<file path="src/rtl/vga_timing_gen.sv">
// Raster timing generator: free-running pixel/line counters, raster decode,
// and a single output register that keeps sync pulses aligned with pixel colour.
module vga_timing_gen #(
    parameter int H_VISIBLE = 640,
    parameter int H_FRONT   = 16,
    parameter int H_SYNC    = 96,
    parameter int H_BACK    = 48,
    parameter int V_VISIBLE = 480,
    parameter int V_FRONT   = 10,
    parameter int V_SYNC    = 2,
    parameter int V_BACK    = 33
) (
    input  logic       clk,
    input  logic       rst_n,
    output logic [9:0] col,
    output logic [9:0] row,
    output logic       valid,
    input  logic [5:0] rgb_in,
    output logic [5:0] vga_rgb,
    output logic       vga_hsync,
    output logic       vga_vsync,
    output logic       frame_tick
);

    localparam int H_TOTAL = H_VISIBLE + H_FRONT + H_SYNC + H_BACK;
    localparam int V_TOTAL = V_VISIBLE + V_FRONT + V_SYNC + V_BACK;

    localparam logic [9:0] H_LAST     = 10'(H_TOTAL - 1);
    localparam logic [9:0] V_LAST     = 10'(V_TOTAL - 1);
    localparam logic [9:0] H_VIS      = 10'(H_VISIBLE);
    localparam logic [9:0] V_VIS      = 10'(V_VISIBLE);
    localparam logic [9:0] HS_START   = 10'(H_VISIBLE + H_FRONT);
    localparam logic [9:0] HS_END     = 10'(H_VISIBLE + H_FRONT + H_SYNC);
    localparam logic [9:0] VS_START   = 10'(V_VISIBLE + V_FRONT);
    localparam logic [9:0] VS_END     = 10'(V_VISIBLE + V_FRONT + V_SYNC);

    logic [9:0] h_cnt;
    logic [9:0] v_cnt;
    logic       hsync_raw;
    logic       vsync_raw;

    // Reset parks the counters on the last pixel of the frame so the first
    // edge after release lands on (0,0) without emitting a partial frame.
    always_ff @(posedge clk or negedge rst_n) begin
        if (!rst_n) begin
            h_cnt <= H_LAST;
            v_cnt <= V_LAST;
        end else if (h_cnt == H_LAST) begin
            h_cnt <= '0;
            if (v_cnt == V_LAST) begin
                v_cnt <= '0;
            end else begin
                v_cnt <= v_cnt + 10'd1;
            end
        end else begin
            h_cnt <= h_cnt + 10'd1;
        end
    end

    always_comb begin
        col        = h_cnt;
        row        = v_cnt;
        valid      = (h_cnt < H_VIS) && (v_cnt < V_VIS);
        frame_tick = (h_cnt == '0) && (v_cnt == V_VIS);
        hsync_raw  = !((h_cnt >= HS_START) && (h_cnt < HS_END));
        vsync_raw  = !((v_cnt >= VS_START) && (v_cnt < VS_END));
    end

    // Pins are registered together so colour and sync share the same one-clock lag.
    always_ff @(posedge clk or negedge rst_n) begin
        if (!rst_n) begin
            vga_rgb   <= '0;
            vga_hsync <= 1'b1;
            vga_vsync <= 1'b1;
        end else begin
            vga_rgb   <= valid ? rgb_in : 6'd0;
            vga_hsync <= hsync_raw;
            vga_vsync <= vsync_raw;
        end
    end

endmodule

</file>
<file path="config.mk">
export PLATFORM = sky130hd
export DESIGN_NAME = vga_timing_gen
export DESIGN_NICKNAME = d
export VERILOG_FILES = /design/src/rtl/vga_timing_gen.sv
export SDC_FILE = /design/constraint.sdc
export NUM_CORES = 1
export LEC_CHECK = 0
export BUFFER_PORTS_ARGS = -buffer_cell sky130_fd_sc_hd__buf_4
export CAP_MARGIN = 10
export CORE_UTILIZATION = 23
export DETAILED_ROUTE_END_ITERATION = 16
export GPL_TIMING_DRIVEN = 0
export PLACE_DENSITY = 0.42
export SLEW_MARGIN = 25
export SYNTH_ARGS = -nofsm -noshare
export SYNTH_HDL_FRONTEND = slang
export SYNTH_SLANG_ARGS = --single-unit
</file>
<file path="constraint.sdc">
create_clock -name clk -period 4.9 [get_ports clk]
set_clock_uncertainty 0.2 [all_clocks]
set_input_delay 0.245 -clock clk [delete_from_list [all_inputs] [get_ports clk]]
set_output_delay 0.245 -clock clk [all_outputs]
set_load 0.01 [all_outputs]
</file>
==> run metrics, run 1 <==
Die X 78.0 um; startpoint class of the critical path flip-flop; Pwr Density 220 nW/um2; Syn Inst Count 122; endpoint class of the critical path flip-flop; wire per inst 12.6 um; PortBufs 37; DRT Wirelength 3060 um; Final period util 48.8%; largest delay contributor family on the critical path simple AND/OR/NAND/NOR gates; register area share after synthesis 53.9%; total CTS buffers 3; Hold Path Class in -> async; vias in the first global route 1,017; DR DRC count 0; initial antenna violation count 0; critical path arrival 2.36 ns; 1st-iter DRT viols 86; row cnt 27; fillcell total 602; critical path's largest stage delay 0.68 ns; Worst R2R Setup Slack 2.51 ns; Peak supply drop 0.000101 V; total number of vias 1,069; slowest stage cell, crit path nor4_1; Initial Utilization 24.0%; Synth-to-Final Area Change 37.1%; Reg clk slew, reported paths 0.10 ns; critical path buffer and inverter count 0; Synth top area share 30.2%; Detailed Routing Iterations Pass 1 4; Synth area leader dfrtp_1; DIE HEIGHT 78.0 um; max_slew headroom 54.6%; Final Max Slew Viols 0; CTS tree built; Post-synth EDFFs 0; GRT Residual Overflow 0; Root Driver clkbuf_8; Final ANT Viol Nets 0; cell count after placement 231; status complete, no violations; Clock Path Buffers 2; count leader, synth dfrtp_1; crit path max fanout 6; library cells used by synthesis 33; I/O pins 38; multi-input logic area 569 um2; syn nets 134; Clock Sinks 28; leakage power 0.837 nW; Clk Latency, worst-skew pair 0.28 ns; Setup Crit Path Kind reg -> reg; ys async rst share 100%; reg2reg path depth 5; Ant. Diodes 0; Final Instance Count excl. Fillers 242; setup TNS 0 ns; Max Clk Rate 0.419 GHz; Die Area 6080 um2; ranking of synthesized cells by area dfrtp_1, dfstp_2, xnor2_1, nand3_1, ha_1; WP data required 4.87 ns; fraction of layout cells with a size suffix above 1 37.6%; Final Setup Violations 0; vias per cell 4.42; cell breakdown of the critical path ha_1 -> nand4_1 -> nor4_1 -> nand3_1 -> xnor2_1; Reg-to-Reg End row[8]; max-cap violations 0; RSZ-0062 raised after global routing no; post-synthesis register bit count 28; yosys warns 0; global-route usage over all layers 10.6%; CORE AREA 5540 um2; placer congestion estimate 0.734; synth cell count leaders dfrtp_1, dfstp_2, nand3_1, nor2_1; register area 716 um2; fin nets 183; mean post-synth cell area 10.9 um2; Tightest Pin Transition 0.675 ns; ys flop type dfrtp_1; Final Hold Vio Count 0; Post-CTS Setup Bufs 0; H-tree depth 1; first-pass GRT wire length 5030 um; fin crit period 2.39 ns; Worst R2R Start col[0]; hpwl dp 2260 um; Synth Cell Area 1330 um2; largest net degree at the start of global routing 29
==> layout by cell type, fill, tap and decap left out, types with 3 or more instances in the layout <==
cell,count
nand4_1,4
nand2_1,4
dlygate4sd3_1,7
and2_1,7
nor4_1,5
inv_1,7
ha_1,4
o21ai_0,5
clkbuf_8,4
dfrtp_1,16
nand3_1,11
xor2_1,4
nor3_1,4
xnor2_1,7
and3_1,3
buf_4,38
dfstp_2,12
nor2_1,8
==> per-layer routing <==
layer	global-route usage (%)	part of all wire, %	up-vias
li1	-	-	523
met1	13.5	46	509
met5	0	0	-
met4	5.00	2.3	0
met2	17.3	47	30
met3	1.65	4.5	7
==> power by group <==
group          switching (mW)  total [mW]  internal, mW
combinational         0.00860      0.0199        0.0113
sequential           0.000572       0.235         0.234
clock                  0.0737       0.146        0.0721
total                  0.0829       0.400         0.317
==> cell type report <==
class / instances / area share, %
plain buffers: 3 / 0.893
clock buffers: 4 / 3.02
inverters: 7 / 1.44
multi-input cells: 84 / 31.3
flip-flops and latches: 28 / 39.3
well taps: 72 / 4.95
repair buffers: 44 / 19.1
==> sequential cells by signal (all words and copies together), names as in the netlist <==
name,flops
vga_rgb,6
row,10
vga_hsync,1
vga_vsync,1
col,10
==> what timing repair did <==
action,CTS,global route
gates resized for setup,0,0
hold endpoints to repair,34,0
hold buffers,7,0
==> per-stage QoR <==
| step | setup slack (ns) | power (mW) | hold WS (ns) | util (%) | instance area [um2] |
|---|---|---|---|---|---|
| 2_1_floorplan | 2.83 | 0.242 | -0.251 | - | 1330 |
| 3_3_place_gp | 2.51 | 0.255 | -0.00928 | 30.6 | 1700 |
| 3_5_place_dp | 2.50 | 0.255 | -0.0113 | 30.6 | 1700 |
| 4_1_cts | 2.48 | 0.405 | 0.230 | 32.9 | 1820 |
| 5_1_grt | 2.31 | 0.417 | 0.238 | 32.9 | 1820 |
| 6_report | 2.51 | 0.400 | 0.213 | 32.9 | 1820 |
==> worst max-delay path by stage <==
stage / slack [ns] / depth (start not counted) / end / startpoint
after detailed placement: 2.50 / 5 / row[6] / col[0]
after CTS: 2.48 / 5 / row[6] / col[0]
after global placement: 2.51 / 5 / row[6] / col[0]
after floorplan: 2.83 / 5 / row[9] / col[0]
after global routing: 2.31 / 5 / row[8] / col[0]
final: 2.51 / 5 / row[8] / col[0]
==> cells by family after synthesis <==
| group | after synthesis | synth area share (%) |
|---|---|---|
| xor+xnor | 11 | 7.26 |
| flops | 28 | 53.9 |
| compound gates | 12 | 6.13 |
| simple gates | 57 | 25.7 |
| fa+ha+maj | 4 | 3.77 |
| buf+inv | 10 | 3.20 |
==> worst reg2reg max path, cell delays in order (launching register included) <==
cell     delay (ns)
dfstp_2        0.60
ha_1           0.23
nand4_1        0.24
nor4_1         0.68
nand3_1        0.18
xnor2_1        0.15
(Power assumes the default switching activity.)
==> run 2: changes to the inputs <==
Clock period 4.9 ns to 2.4 ns, I/O delays scaled along.
==> run 2 against run 1 <==
Die area did not move. Combinational power rose by 100%. Critical endpoint is now row[5]. Setup slack got worse by 2.4 ns. Critical path type unchanged. Sequential power rose by 100%.
==> run metrics, run 2 (same netlist as run 1, synthesis figures left out) <==
total CTS buffers 3; PortBufs 37; Pwr Density 447 nW/um2; CTS tree built; Clock Path Buffers 2; I/O pins 38; DRT Wirelength 3070 um; setup TNS 0 ns; Peak supply drop 0.000206 V; Root Driver clkbuf_8; Ant. Diodes 0; hpwl dp 2260 um; cell breakdown of the critical path ha_1 -> nand4_1 -> nor3_1 -> buf_4 -> nand2_1 -> xnor2_1; largest net degree at the start of global routing 29; global-route usage over all layers 10.6%; GRT Residual Overflow 0; Initial Utilization 24.0%; Die X 78.0 um; RSZ-0062 raised after global routing no; slowest stage cell, crit path dfstp_2; design area 1830 um2; part of the power in registers 58.6%; fraction of layout cells with a size suffix above 1 38.2%; register area 716 um2; max_slew headroom 71.5%; total number of vias 1,062; Final ANT Viol Nets 0; Hold Path Class in -> async; critical path buffer and inverter count 1; max-cap violations 0; leakage power 0.837 nW; placer congestion estimate 0.734; P_sw 0.169 mW; Final Hold Vio Count 0; first-pass GRT wire length 5030 um; DR DRC count 0; initial antenna violation count 0; fillcell total 605; Clock Sinks 28; commonest non-fill, non-tap cell in the layout buf_4; Combinational Power Share 5.0%; critical path's largest stage delay 0.59 ns; wire per inst 12.7 um; WP data required 2.36 ns; fin crit period 2.28 ns; Final period util 95.0%; DIE HEIGHT 78.0 um; Final Max Slew Viols 0; vias per cell 4.39; Sw Share 20.7%; 1st-iter DRT viols 63; critical path arrival 2.24 ns; multi-input logic area 576 um2; Die Area 6080 um2; H-tree depth 1; startpoint class of the critical path flip-flop; Clk Latency, worst-skew pair 0.28 ns; commonest non-fill, non-tap cells in the layout buf_4, dfrtp_1, dfstp_2; row cnt 27; Int Pwr 0.648 mW; Synth-to-Final Area Change 37.6%; Setup Crit Path Kind reg -> reg; Tightest Pin Transition 0.424 ns; Final Setup Violations 0; largest delay contributor family on the critical path simple AND/OR/NAND/NOR gates; Reg clk slew, reported paths 0.10 ns; clock share of power 36.4%; CORE AREA 5540 um2; status complete, no violations; Detailed Routing Iterations Pass 1 4; placed instance area 1700 um2; crit path max fanout 10; fin nets 183; endpoint class of the critical path flip-flop; Max Clk Rate 0.439 GHz; vias in the first global route 1,014
==> run 2: cell counts in the layout (fill, tap and decap cells not counted) <==
Identical to the previous run, type by type.
==> run 2: power by group through the flow <==
stage / Combinational (mW) / Sequential, mW / Clock (mW)
after global placement: 0.0327 / 0.487 / 0
after CTS: 0.0420 / 0.479 / 0.306
after global routing: 0.0447 / 0.479 / 0.326
after floorplan: 0.00322 / 0.490 / 0
final: 0.0407 / 0.479 / 0.297
after detailed placement: 0.0324 / 0.487 / 0
==> run 2: timing repair <==
action,in CTS,in global routing
hold buffers,7,0
setup endpoints to repair,2,2
pin swaps,0,1
hold endpoints to repair,34,0
buffers inserted,0,0
resized for setup,1,0
==> run 2: worst paths after layout <==
kind,from,endpoint,slack [ns],cells past startpoint
hold / removal,rst_n,col[7],0.09,2
max in group asynchronous,rst_n,row[3],1.60,2
setup / recovery,col[0],row[5],0.12,6
min in group clk,col[9],vga_hsync,0.32,1
hold reg to reg,col[9],vga_hsync,0.32,1
setup reg to reg,col[0],row[5],0.12,6
==> run 2: per-layer routing <==
layer  track usage, %  up-vias  routed length (um)  share of wire (%)
li1                 -      524                   -                  -
met1             13.6      500                1440                 47
met2             17.3       32                1430                 46
met3             1.65        6                 143                4.7
met4             5.00        0                  64                2.1
met5                0        -                   0                  0
==> run 2: layout make-up <==
| class | instances | area share (%) |
|---|---|---|
| tap | 72 | 4.93 |
| sequential | 28 | 39.2 |
| inverter | 7 | 1.44 |
| clock buffer | 4 | 3.01 |
| timing repair buffer | 44 | 19.0 |
| multi-input combinational | 84 | 31.5 |
| buffer | 3 | 0.890 |
==> run 2: per-stage QoR <==
| stage | power (mW) | util [%] | worst slack (ns) | instances | hold slack [ns] |
|---|---|---|---|---|---|
| 6_report | 0.817 | 33.0 | 0.120 | 242 | 0.0895 |
| 5_1_grt | 0.850 | 33.0 | 0.000248 | 242 | 0.113 |
| 4_1_cts | 0.827 | 33.0 | 0.123 | 242 | 0.105 |
| 3_5_place_dp | 0.520 | 30.6 | -0.00495 | 231 | -0.136 |
| 3_3_place_gp | 0.520 | 30.6 | 0.00996 | 231 | -0.134 |
| 2_1_floorplan | 0.494 | - | 0.331 | 122 | -0.376 |
